--- src/rtl/y86_pkg.sv ---
// Shared Y86-64 constants: register indices, RNONE and instruction codes.
package y86_pkg;

    localparam int unsigned NUM_REGS = 15;
    localparam int unsigned REG_W    = 4;

    localparam logic [3:0] RRAX  = 4'h0;
    localparam logic [3:0] RRCX  = 4'h1;
    localparam logic [3:0] RRDX  = 4'h2;
    localparam logic [3:0] RRBX  = 4'h3;
    localparam logic [3:0] RSP   = 4'h4;
    localparam logic [3:0] RRBP  = 4'h5;
    localparam logic [3:0] RNONE = 4'hF;

    localparam logic [3:0] IHALT   = 4'h0;
    localparam logic [3:0] INOP    = 4'h1;
    localparam logic [3:0] IRRMOVQ = 4'h2;
    localparam logic [3:0] IIRMOVQ = 4'h3;
    localparam logic [3:0] IRMMOVQ = 4'h4;
    localparam logic [3:0] IMRMOVQ = 4'h5;
    localparam logic [3:0] IOPQ    = 4'h6;
    localparam logic [3:0] IJXX    = 4'h7;
    localparam logic [3:0] ICALL   = 4'h8;
    localparam logic [3:0] IRET    = 4'h9;
    localparam logic [3:0] IPUSHQ  = 4'hA;
    localparam logic [3:0] IPOPQ   = 4'hB;

endpackage

--- src/rtl/wb_fifo.sv ---
// Circular buffer accepting up to two entries per cycle and releasing one.
module wb_fifo #(
    parameter int unsigned DEPTH = 4,
    parameter int unsigned WIDTH = 68
) (
    input  logic                         clk,
    input  logic                         rst,
    input  logic                         push0,
    input  logic [WIDTH-1:0]             data0,
    input  logic                         push1,
    input  logic [WIDTH-1:0]             data1,
    input  logic                         pop,
    output logic [WIDTH-1:0]             head,
    output logic [$clog2(DEPTH+1)-1:0]   count
);

    localparam int unsigned PTR_W = $clog2(DEPTH);
    localparam int unsigned CNT_W = $clog2(DEPTH+1);

    logic [WIDTH-1:0] mem [DEPTH];
    logic [PTR_W-1:0] wptr;
    logic [PTR_W-1:0] rptr;
    logic [CNT_W-1:0] n_wr;

    assign n_wr = CNT_W'(push0) + CNT_W'(push1);
    assign head = mem[rptr];

    // push1 is only used together with push0, so it lands in the slot after data0
    always_ff @(posedge clk) begin
        if (push0) mem[wptr] <= data0;
        if (push1) mem[wptr + PTR_W'(1)] <= data1;
    end

    always_ff @(posedge clk or posedge rst) begin
        if (rst) begin
            wptr  <= '0;
            rptr  <= '0;
            count <= '0;
        end else begin
            assert (int'(count) + int'(n_wr) - int'(pop) <= int'(DEPTH))
                else $error("wb_fifo overflow");
            assert (!(pop && count == '0))
                else $error("wb_fifo pop while empty");
            wptr  <= wptr + PTR_W'(n_wr);
            rptr  <= rptr + PTR_W'(pop);
            count <= count + n_wr - CNT_W'(pop);
        end
    end

endmodule

--- src/rtl/wb_write_scheduler.sv ---
// Queues E/M write-backs, retires one register write per cycle, tracks pending writes.
module wb_write_scheduler
    import y86_pkg::*;
#(
    parameter int unsigned DEPTH  = 4,
    parameter int unsigned DATA_W = 64
) (
    input  logic              clk,
    input  logic              rst,
    input  logic              wb_valid,
    output logic              wb_ready,
    input  logic [3:0]        dstE,
    input  logic [DATA_W-1:0] valE,
    input  logic [3:0]        dstM,
    input  logic [DATA_W-1:0] valM,
    output logic              rf_we,
    output logic [3:0]        rf_waddr,
    output logic [DATA_W-1:0] rf_wdata,
    output logic [14:0]       busy,
    output logic              idle
);

    localparam int unsigned CNT_W  = $clog2(DEPTH+1);
    localparam int unsigned PEND_W = $clog2(DEPTH+2);
    localparam int unsigned ENT_W  = REG_W + DATA_W;

    logic              e_valid;
    logic              m_valid;
    logic              accept;
    logic              push0;
    logic              push1;
    logic              pop;
    logic [ENT_W-1:0]  data0;
    logic [ENT_W-1:0]  data1;
    logic [ENT_W-1:0]  head;
    logic [CNT_W-1:0]  count;
    logic [3:0]        addr0;
    logic [3:0]        addr1;
    logic [PEND_W-1:0] pend      [NUM_REGS];
    logic [PEND_W-1:0] pend_next [NUM_REGS];

    assign e_valid  = (dstE != RNONE);
    assign m_valid  = (dstM != RNONE);
    assign wb_ready = (int'(DEPTH) - int'(count)) >= 2;
    assign accept   = wb_valid && wb_ready;

    // Compact the request so the first slot holds E if present, else M
    assign push0 = accept && (e_valid || m_valid);
    assign push1 = accept && e_valid && m_valid;
    assign data0 = e_valid ? {dstE, valE} : {dstM, valM};
    assign data1 = {dstM, valM};
    assign addr0 = data0[ENT_W-1 -: REG_W];
    assign addr1 = data1[ENT_W-1 -: REG_W];
    assign pop   = (count != '0);
    assign idle  = (count == '0) && !rf_we;

    wb_fifo #(
        .DEPTH (DEPTH),
        .WIDTH (ENT_W)
    ) u_fifo (
        .clk   (clk),
        .rst   (rst),
        .push0 (push0),
        .data0 (data0),
        .push1 (push1),
        .data1 (data1),
        .pop   (pop),
        .head  (head),
        .count (count)
    );

    // Pending counters: +1 per enqueued entry, -1 at the commit edge, netted
    always_comb begin
        for (int r = 0; r < int'(NUM_REGS); r++) begin
            pend_next[r] = pend[r];
            if (push0 && addr0 == 4'(r)) pend_next[r] = pend_next[r] + PEND_W'(1);
            if (push1 && addr1 == 4'(r)) pend_next[r] = pend_next[r] + PEND_W'(1);
            if (rf_we && rf_waddr == 4'(r)) pend_next[r] = pend_next[r] - PEND_W'(1);
            busy[r] = (pend[r] != '0);
        end
    end

    always_ff @(posedge clk or posedge rst) begin
        if (rst) begin
            rf_we    <= 1'b0;
            rf_waddr <= RNONE;
            rf_wdata <= '0;
            for (int r = 0; r < int'(NUM_REGS); r++) pend[r] <= '0;
        end else begin
            rf_we <= pop;
            if (pop) begin
                rf_waddr <= head[ENT_W-1 -: REG_W];
                rf_wdata <= head[DATA_W-1:0];
            end
            for (int r = 0; r < int'(NUM_REGS); r++) pend[r] <= pend_next[r];
        end
    end

endmodule

--- config.mk ---
export PLATFORM = sky130hd
export DESIGN_NAME = wb_write_scheduler
export DESIGN_NICKNAME = d
export VERILOG_FILES = /design/src/rtl/y86_pkg.sv /design/src/rtl/wb_fifo.sv /design/src/rtl/wb_write_scheduler.sv
export SDC_FILE = /design/constraint.sdc
export NUM_CORES = 1
export LEC_CHECK = 0
export BUFFER_PORTS_ARGS = -buffer_cell sky130_fd_sc_hd__buf_4
export CAP_MARGIN = 5
export CORE_MARGIN = 2
export CORE_UTILIZATION = 50
export CTS_BUF_LIST = sky130_fd_sc_hd__clkbuf_2 sky130_fd_sc_hd__clkbuf_4 sky130_fd_sc_hd__clkbuf_8
export CTS_CLUSTER_SIZE = 20
export DETAILED_ROUTE_END_ITERATION = 10
export PLACE_DENSITY_LB_ADDON = 0.15
export SYNTH_ARGS = -nofsm -noshare
export SYNTH_HDL_FRONTEND = slang
export SYNTH_HIERARCHICAL = 1
export SYNTH_SLANG_ARGS = --single-unit
--- constraint.sdc ---
create_clock -name clk -period 9.25 [get_ports clk]
set_clock_uncertainty 0.15 [all_clocks]
set_input_delay 0.4625 -clock clk [delete_from_list [all_inputs] [get_ports clk]]
set_output_delay 0.4625 -clock clk [all_outputs]
set_load 0.02 [all_outputs]
==> results of run 1 <==
==> state kept, by name (all words and copies together) (netlist names) <==
signal / cells
pend: 45
rf_waddr: 4
rf_wdata: 64
rf_we: 1
u_fifo/count: 3
u_fifo/mem: 272
u_fifo/rptr: 2
u_fifo/wptr: 2
==> through the flow <==
| step | hold slack, ps | power (mW) | cells |
|---|---|---|---|
| finish | 40.71 | 8.102 | 2278 |
| global route | 15.53 | 8.606 | 2278 |
| CTS | 0.4271 | 8.212 | 2277 |
| detailed placement | 321.2 | 6.465 | 2107 |
| global placement | 311.4 | 6.382 | 2107 |
| floorplan | 115.9 | 5.424 | 1405 |
==> power by group <==
group	switching (mW)	total [mW]	leakage [nW]	internal, mW
Clock	0.734	1.71	0.794	0.971
Sequential	0.419	3.14	3.91	2.72
Combinational	1.67	3.26	4.87	1.59
==> path summary, 6_finish.rpt <==
path	cells past startpoint	endpoint	start	slack (ps)
setup / recovery	10	u_fifo/mem[1][40]	u_fifo/count[0]	4710
hold reg to reg	1	rf_wdata[56]	rf_wdata[56]	350
min in group asynchronous	3	u_fifo/rptr[0]	rst	230
hold / removal	2	u_fifo/mem[3][60]	valM[60]	40
max in group asynchronous	4	pend[11]	rst	7060
setup reg to reg	10	u_fifo/mem[1][40]	u_fifo/count[0]	4710
==> routing by layer <==
| metal | track usage | vias up |
|---|---|---|
| met1 | 0.3015 | 6354 |
| met2 | 0.3830 | 346 |
| li1 | - | 5875 |
| met3 | 0.04115 | 84 |
| met4 | 0.07483 | 2 |
| met5 | 0 | - |
==> final cells by class <==
| type | count | area, um^2 | share of cell area |
|---|---|---|---|
| antenna | 1 | 2.502 | 0.00009919 |
| clock buffer | 115 | 1370 | 0.05430 |
| clock inverter | 16 | 130.1 | 0.005158 |
| inverter | 62 | 235.2 | 0.009324 |
| multi-input combinational | 874 | 9424 | 0.3735 |
| sequential | 393 | 11210 | 0.4443 |
| tap | 539 | 674.4 | 0.02673 |
| timing repair buffer | 278 | 2185 | 0.08659 |
==> critical path, delay by kind of cell (launching register included) <==
family / cells / cell delay, ps
fa+ha+maj: 2 / 440
buf+inv: 3 / 1150
flops: 1 / 390
mux: 1 / 420
simple gates: 4 / 1710
==> synth_stat cells, drive strengths merged, types with 2 or more instances <==
library cell / count / area, um^2
and2: 3 / 18.77
nand3b: 4 / 30.03
nor3b: 2 / 20.02
o211ai: 2 / 15.01
o31a: 4 / 35.03
nor2b: 2 / 12.51
or3: 7 / 43.79
nand4b: 3 / 26.28
inv: 62 / 232.7
nor2: 22 / 82.58
a31oi: 2 / 12.51
dfrtp: 117 / 2928
buf: 54 / 292.8
xor2: 35 / 306.5
a21o: 2 / 15.01
nand3: 17 / 85.08
edfxtp: 272 / 8168
o2bb2ai: 2 / 17.52
or4: 2 / 15.01
dfstp: 4 / 105.1
nand4: 5 / 31.28
clkbuf: 22 / 82.58
mux2: 414 / 4662
nor3: 13 / 70.07
mux2i: 24 / 240.2
ha: 68 / 850.8
and4b: 3 / 30.03
o21a: 2 / 15.01
nand2b: 22 / 137.6
o21ai: 11 / 58.81
xnor2: 60 / 525.5
mux4: 68 / 1531
o221ai: 2 / 17.52
nor4: 12 / 155.2
nand2: 48 / 180.2
==> kinds of logic (layout without fill, tap and decap cells) <==
family / Yosys count / after routing
other: 0 / 1
buffers and inverters: 138 / 471
AND/OR/NAND/NOR: 168 / 168
XOR/XNOR: 95 / 95
adder cells (fa/ha/maj): 69 / 69
flip-flops: 393 / 393
AO/OA/AOI/OAI: 36 / 36
multiplexers: 506 / 506
==> what timing repair did <==
item                                    4_1_cts  5_1_grt
hold buffers                                 39        0
endpoints found under the hold margin       157        0
endpoints found under the setup margin        0        0
gates resized for setup                       0        0
==> summary.txt, run 1 <==
Run status
  – Status: finished clean

Floorplan
  – Io pins: 225
  – Row count: 75
  – Die Y-Extent: 209.7 um
  – Initial core utilization: 0.5057
  – Die width: 209.7 um
  – Core ar.: 41850 um^2
  – DIE AREA: 43990 um^2

Worst setup path
  – Slowest-stage cell, CP: nor2b_1
  – Crit. End Element: register
  – Worst path required time: 9450 ps
  – Setup CP Type: register to register
  – Critical path arrival: 4740 ps
  – Critical path cell sequence: inv_1 -> ha_1 -> ha_4 -> or3b_2 -> nand4_1 -> nor2b_1 -> nor3b_4 -> buf_4 -> buf_4 -> mux2_2
  – Crit-path max FO: 42
  – Most used cell, CP: buf_4
  – Slowest stage delay, CP: 700 ps
  – CP Launch Type: register

GRT
  – Initial antenna violation count: 2
  – Vias in the first global route: 13480
  – Tot GR Track Use: 0.2280
  – Largest net degree at the start of global routing: 71
  – First-pass GRT wire length: 76650 um
  – GRT overflow: 0

Finish
  – Final Util: 0.6028
  – Commonest non-fill, non-tap cell in the layout: mux2_2
  – Fin area: 25230 um^2
  – Layout cells sized above 1: 0.5052
  – Most frequent cells in the layout: 414 x mux2_2, 272 x edfxtp_1, 239 x buf_4
  – P&R area growth vs syn: 19.21%
  – Final #Nets: 1888
  – # fillers: 3297

Job
  – Max-cap viol count: 0

Synth
  – Ys async rst share: 0.3079
  – XOR/XNOR Fraction of Synth Area: 0.03931
  – Syn_nets: 1613
  – Post-synthesis cell type count: 57
  – Synth warn: 6
  – Primary FF master, synth: edfxtp_1
  – Post-Synth Adder-Cell Area: 0.04115
  – Sequential fraction of the synthesis area: 0.5292
  – Post-synthesis compound-gate area fraction: 0.01224
  – Mux cell area share after synthesis: 0.3040
  – Synthesized flop and latch total: 393
  – Cell Area, Synth: 21160 um^2
  – Main combinational cell family by area after synthesis: multiplexers
  – Number of synthesized flops with an enable pin: 272
  – Mapped Cells: 1405
  – Avg Cell Area, Syn: 15.06 um^2
  – Simple-Gate Fraction of Synth Area: 0.04534

Pwr
  – Leakage: 9.582 nW
  – Power per cell area: 321.2 nW/um^2
  – Max VDD drop: 0.2291 mV

Detailed routing
  – Routed wl met2: 24180 um
  – DRT Pass-1 Iters: 5
  – DRT Wirelength: 49290 um
  – Highest routed layer: met5
  – Wire length on met3: 2549 um
  – Met1 WL: 21520 um
  – Drt via density: 5.558
  – Routed vias: 12660
  – Wirelength per Cell: 21.64 um
  – DRT iter0 DRCs: 831
  – Post-DRT Antenna Nets: 0
  – Drt drc: 0

Hold path
  – Worst Hold Class: input port to register

Clock tree
  – Post-CTS setup repair buffer count: 0
  – Sinks on Clock Net: 393
  – CTS max path bufs: 3
  – CTS H-Tree Depth: 3
  – Total CTS buffers: 71
  – Clock root cell: clkbuf_8
  – CTS tree: yes
  – Clock Latency Late Sink: 620 ps
  – Clock slew at reported path FFs: 60 ps

STA
  – Count of final setup violators: 0
  – TNS Setup: 0 ps
  – Slew HR: 0.1950
  – Max Fclk: 0.2200 GHz
  – Worst-Margin Slew: 1208 ps
  – Final min period: 4545 ps
  – Final hold violation count: 0
  – Final worst slack: 4705 ps
  – Final cycle utilization of the critical path: 0.4913
  – RSZ-0062 raised after global routing: false
  – Slew Viols, Final: 0

Placement
  – I/O Buffers: 224
  – GPL Wtd Cong: 0.8570
  – Placement Setup Slack: 4712 ps
  – Final HPWL DP: 29290 um
  – DP Area: 23340 um^2
Note: power is estimated with default switching activity, not from simulation.
==> run 2, diff against run 1 <==
- clock period: 9.25 -> 4.5 ns (I/O delays scaled with it)
==> summary.txt, run 2 (same netlist as run 1, synthesis figures left out) <==
STA
  – Max Fclk: 0.2484 GHz
  – Final min period: 4026 ps
  – RSZ-0062 raised after global routing: false
  – Slew HR: 0.3258
  – Final hold violation count: 0
  – Worst-Margin Slew: 1011 ps
  – Final cycle utilization of the critical path: 0.8947
  – Count of final setup violators: 0
  – TNS Setup: 0 ps
  – Slew Viols, Final: 0

Hold path
  – Worst Hold Path EP: u_fifo/mem[2][66]
  – Hold Crit Depth: 3
  – Worst Hold Class: input port to register
  – Hold_sp: dstE[2]

Worst setup path
  – Crit. End Element: register
  – Slowest-stage cell, CP: nand3_4
  – Worst R2R Setup Slack: 470 ps
  – CP Launch Type: register
  – Critical path cell sequence: inv_1 -> ha_1 -> ha_4 -> or3b_2 -> nand4_1 -> nor2b_1 -> nand3_4 -> buf_12 -> mux2_2 -> dlygate4sd3_1
  – Slowest stage delay, CP: 590 ps
  – CP Buf/Inv Count: 3
  – R2R Path End: u_fifo/mem[0][10]
  – Setup CP Type: register to register
  – Worst path required time: 4700 ps
  – CP startpoint: u_fifo/count[0]
  – Worst reg2reg path depth: 10
  – Crit-path max FO: 34
  – Critical path's top delay family: simple AND/OR/NAND/NOR gates
  – Critical path arrival: 4230 ps
  – R2r startpoint: u_fifo/count[0]

Detailed routing
  – Routed vias: 13430
  – DRT Wirelength: 52410 um
  – Drt drc: 0
  – Drt via density: 5.480
  – DRT iter0 DRCs: 695
  – DRT Pass-1 Iters: 5
  – Wirelength per Cell: 21.39 um
  – Post-DRT Antenna Nets: 0

GRT
  – Initial antenna violation count: 4
  – Vias in the first global route: 14690
  – Largest net degree at the start of global routing: 72
  – Tot GR Track Use: 0.2434
  – GRT overflow: 0
  – First-pass GRT wire length: 82420 um

Finish
  – Most frequent cells in the layout: 414 x mux2_2, 272 x edfxtp_1, 246 x buf_4
  – Largest regs: u_fifo/mem: 272 flops, rf_wdata: 64 flops, pend: 45 flops
  – Layout cells sized above 1: 0.4657
  – P&R area growth vs syn: 27.45%
  – Max FFs per register: 272
  – Register with the most flip-flops: u_fifo/mem
  – # fillers: 3144
  – Commonest non-fill, non-tap cell in the layout: mux2_2
  – Final Util: 0.6445
  – Final #Nets: 2061

Clock tree
  – Clock slew at reported path FFs: 60 ps
  – Total CTS buffers: 70
  – CTS tree: yes
  – Clock root cell: clkbuf_8
  – Cts repair resizes: 0
  – CTS H-Tree Depth: 3
  – Post-CTS setup repair buffer count: 0
  – CTS max path bufs: 3
  – Post-CTS Hold Buffers: 198
  – Sinks on Clock Net: 393
  – Clock Latency Late Sink: 620 ps

Floorplan
  – Core ar.: 41850 um^2
  – Io pins: 225
  – Die Y-Extent: 209.7 um
  – DIE AREA: 43990 um^2
  – Die width: 209.7 um
  – Initial core utilization: 0.5057
  – Row count: 75

Placement
  – Final HPWL DP: 30290 um
  – I/O Buffers: 224
  – GPL Wtd Cong: 0.8142

Job
  – Max-cap viol count: 0

Pwr
  – Power per cell area: 629.9 nW/um^2
  – Max VDD drop: 0.4987 mV
  – Pwr Total: 16.99 mW
  – Leakage: 10.33 nW

Run status
  – Status: finished clean
-- run 2: tightest hold or removal path: cells and delay by family --
kind | cells | cell delay, ps
mux | 1 | 170
compound gates | 1 | 220
buf+inv | 1 | 130
-- run 2: report_power, final --
group | switching [mW] | total (mW) | internal [mW] | leakage, nW
combinational | 3.56 | 7.12 | 3.56 | 5.64
sequential | 0.842 | 6.42 | 5.57 | 3.91
clock | 1.50 | 3.45 | 1.96 | 0.772
-- run 2: per-stage QoR --
| stage | area, um^2 | hold slack, ps | std cells | setup WS (ps) |
|---|---|---|---|---|
| 6_report | 26970 | 89.80 | 2450 | 473.8 |
| 5_1_grt | 26970 | 77.50 | 2448 | 316.1 |
| 4_1_cts | 26960 | 30.41 | 2445 | 469.4 |
| 3_5_place_dp | 23530 | 82.26 | 2121 | 720.7 |
| 3_3_place_gp | 23530 | 74.22 | 2121 | 824.0 |
| 2_1_floorplan | 21160 | -121.6 | 1405 | -812.4 |
-- run 2: worst max-delay path by stage --
stage / slack, ps / cells after the start / end
5_1_grt: 320 / 10 / u_fifo/mem[0][34]
4_1_cts: 470 / 10 / u_fifo/mem[0][10]
3_3_place_gp: 820 / 15 / pend[26]
3_5_place_dp: 720 / 15 / pend[26]
2_1_floorplan: -810 / 9 / u_fifo/mem[1][0]
6_report: 470 / 10 / u_fifo/mem[0][10]
-- run 2: area by class of cell --
type | count | area, um^2 | share of cell area
antenna | 4 | 10.01 | 0.0003711
clock buffer | 113 | 1349 | 0.05000
clock inverter | 13 | 100.1 | 0.003711
inverter | 62 | 235.2 | 0.008720
multi-input combinational | 874 | 9424 | 0.3494
sequential | 393 | 11210 | 0.4155
tap | 539 | 674.4 | 0.02500
timing repair buffer | 452 | 3974 | 0.1473
-- run 2: routing by layer --
| layer | routed length, um | part of all wire | track usage | up-vias |
|---|---|---|---|---|
| li1 | - | - | - | 6210 |
| met1 | 22030 | 0.42 | 0.3049 | 6818 |
| met2 | 26750 | 0.51 | 0.4242 | 326 |
| met3 | 2679 | 0.051 | 0.05117 | 69 |
| met4 | 938 | 0.018 | 0.07581 | 2 |
| met5 | 13 | 0.00025 | 0 | - |
==> run 3, diff against run 2 <==
- ABC_AREA: not set -> 1
==> summary.txt, run 3 <==
Worst setup path
  – R2R Path End: u_fifo/mem[1][41]
  – Setup CP Type: register to register
  – Critical path cell sequence: inv_1 -> ha_1 -> ha_2 -> nand2_1 -> nand3_1 -> nor2_4 -> nand2_1 -> inv_6 -> buf_4 -> nand3_1 -> nand2_1 -> dlygate4sd3_1
  – Crit. End Element: register
  – Critical path's top delay family: buffers and inverters
  – Critical path arrival: 4550 ps
  – Most used cell, CP: nand2_1
  – Crit-path max FO: 95
  – Slowest-stage cell, CP: buf_4
  – R2r startpoint: u_fifo/count[0]
  – CP Launch Type: register
  – CP startpoint: u_fifo/count[0]
  – Worst path required time: 4860 ps
  – Worst reg2reg path depth: 12
  – Slowest stage delay, CP: 910 ps
  – Worst R2R Setup Slack: 310 ps
  – CP Buf/Inv Count: 4

Finish
  – Final #Nets: 3934
  – Most frequent cells in the layout: 1501 x nand2_1, 484 x inv_1, 325 x nand3_1
  – P&R area growth vs syn: 23.19%
  – Layout cells sized above 1: 0.1250
  – Final Non-Filler Cells: 4399
  – Register with the most flip-flops: u_fifo/mem
  – Largest regs: u_fifo/mem: 272 flops, rf_wdata: 64 flops, pend: 45 flops
  – Commonest non-fill, non-tap cell in the layout: nand2_1
  – Max FFs per register: 272
  – Ant diodes: 0

Clock tree
  – CTS tree: yes
  – CTS max path bufs: 3
  – Post-CTS setup repair buffer count: 0
  – Sinks on Clock Net: 393
  – CTS H-Tree Depth: 3
  – Clock slew at reported path FFs: 60 ps
  – Clock Latency Late Sink: 650 ps
  – Clock root cell: clkbuf_8
  – Total CTS buffers: 71

Floorplan
  – Initial core utilization: 0.5081
  – Row count: 80
  – Io pins: 225
  – Die Y-Extent: 224.5 um
  – Core ar.: 47850 um^2
  – DIE AREA: 50400 um^2
  – Die width: 224.5 um

Hold path
  – Worst Hold Class: input port to register
  – Hold_sp: wb_valid
  – Hold Crit Depth: 7
  – Worst Hold Path EP: pend[8]

Synth
  – Ys async rst share: 0.3079
  – Synthesized flop and latch total: 393
  – Cell with the most instances after synthesis: nand2_1
  – Top cells by area, synth: edfxtp_1 34%, nand2_1 23%, dfrtp_1 12%
  – Post-synth top cells: 1506 x nand2_1, 486 x inv_1, 326 x nand3_1, 272 x edfxtp_1, 144 x nand4_1
  – Mapped Cells: 3365
  – Number of synthesized flops with an enable pin: 272
  – Post-synth top area cell: edfxtp_1
  – Syn_nets: 3573
  – Synth top area share: 0.3360
  – Post-synthesis cell type count: 32
  – Cell Area, Synth: 24310 um^2
  – Synth warn: 6
  – Primary FF master, synth: edfxtp_1
  – Avg Cell Area, Syn: 7.224 um^2
  – Sequential fraction of the synthesis area: 0.4608

Detailed routing
  – Drt via density: 5.361
  – DRT iter0 DRCs: 2109
  – Post-DRT Antenna Nets: 0
  – Wirelength per Cell: 17.16 um
  – DRT Pass-1 Iters: 8
  – Routed vias: 23580
  – DRT Wirelength: 75500 um
  – Drt drc: 0

GRT
  – First-pass GRT wire length: 118800 um
  – Initial antenna violation count: 0
  – GRT overflow: 0
  – Tot GR Track Use: 0.3000
  – Largest net degree at the start of global routing: 137
  – Vias in the first global route: 23170

STA
  – Final hold violation count: 0
  – RSZ-0062 raised after global routing: false
  – Slew Viols, Final: 0
  – TNS Setup: 0 ps
  – Worst-Margin Slew: 1095 ps
  – Count of final setup violators: 0
  – Max Fclk: 0.2386 GHz
  – Slew HR: 0.2698
  – Final min period: 4191 ps
  – Final cycle utilization of the critical path: 0.9313

Pwr
  – Clk pwr share: 0.181
  – Power per cell area: 654.0 nW/um^2
  – P_sw: 8.917 mW
  – Pint: 10.67 mW
  – Sw Ratio: 0.4553
  – Leakage: 15.68 nW
  – Pwr Total: 19.58 mW
  – Flop pwr share: 0.329
  – Max VDD drop: 0.4489 mV
  – Logic gate share of total power: 0.489

Placement
  – I/O Buffers: 224
  – Final HPWL DP: 42650 um
  – GPL Wtd Cong: 0.8759
  – Placed cells: 4063

Run status
  – Status: finished clean

Job
  – Max-cap viol count: 0
==> run 3: cell count changes after synthesis, moves of 88 or more <==
cell / previous run / this run
nand3_1: 17 / 326
nand2_1: 48 / 1506
inv_1: 62 / 486
clkbuf_1: 22 / 110
mux2_2: 414 / 0
nand4_1: 5 / 144
==> run 3: tightest hold or removal path: stages <==
cell	delay [ps]
buf_4	120
nand3_1	180
nor2_4	100
nand4_1	70
nand2_1	50
nand2_1	70
xnor2_1	70
==> run 3: logic make-up after synthesis <==
logic type	after synthesis	share of synthesized area
simple gates	2111	0.3675
buf+inv	673	0.1078
flops	393	0.4608
compound gates	107	0.02373
fa+ha+maj	69	0.03582
xor+xnor	12	0.004324
==> run 3: power groups by stage <==
| stage | logic [mW] | clock network, mW | registers (mW) |
|---|---|---|---|
| floorplan | 5.81 | 0 | 6.64 |
| global route | 10.6 | 3.76 | 6.60 |
| finish | 9.58 | 3.55 | 6.45 |
| global placement | 8.88 | 0 | 6.46 |
| CTS | 9.50 | 3.61 | 6.44 |
| detailed placement | 9.13 | 0 | 6.50 |
==> run 3: worst max path at each step <==
| stage | to | slack [ps] | cells after the start |
|---|---|---|---|
| detailed placement | u_fifo/mem[1][8] | 610 | 11 |
| global placement | u_fifo/mem[1][8] | 680 | 11 |
| finish | u_fifo/mem[1][41] | 310 | 12 |
| global route | u_fifo/mem[1][45] | 50 | 12 |
| CTS | u_fifo/mem[1][13] | 250 | 13 |
| floorplan | u_fifo/mem[3][0] | 360 | 14 |
==> run 3: cell type report <==
class,count,area (um^2)
Fill cell,4173,17900
Tap cell,615,769.5
Timing Repair Buffer,462,4056
Sequential cell,393,11210
Clock inverter,21,148.9
Multi-Input combinational cell,2299,10540
Inverter,499,1886
Clock buffer,110,1333
==> run 3: what timing repair did <==
action,CTS,global route
endpoints found under the setup margin,0,40
resized for setup,0,1
hold buffers,205,0
endpoints found under the hold margin,349,0
==> run 3: per-stage QoR <==
stage	hold WS [ps]	area, um^2	util	setup WS (ps)
finish	155.9	29950	0.6259	309.2
global route	212.7	29950	0.6259	45.56
CTS	113.4	29940	0.6258	251.6
detailed placement	78.52	26410	0.5519	605.3
global placement	68.52	26410	0.5519	678.7
floorplan	-121.6	24310	-	363.0
==> run 3: layer usage <==
metal | global-route usage | wire length [um]
met3 | 0.04520 | 6781
met1 | 0.3844 | 30490
met2 | 0.5068 | 35900
met4 | 0.1290 | 2327
met5 | 0 | 0
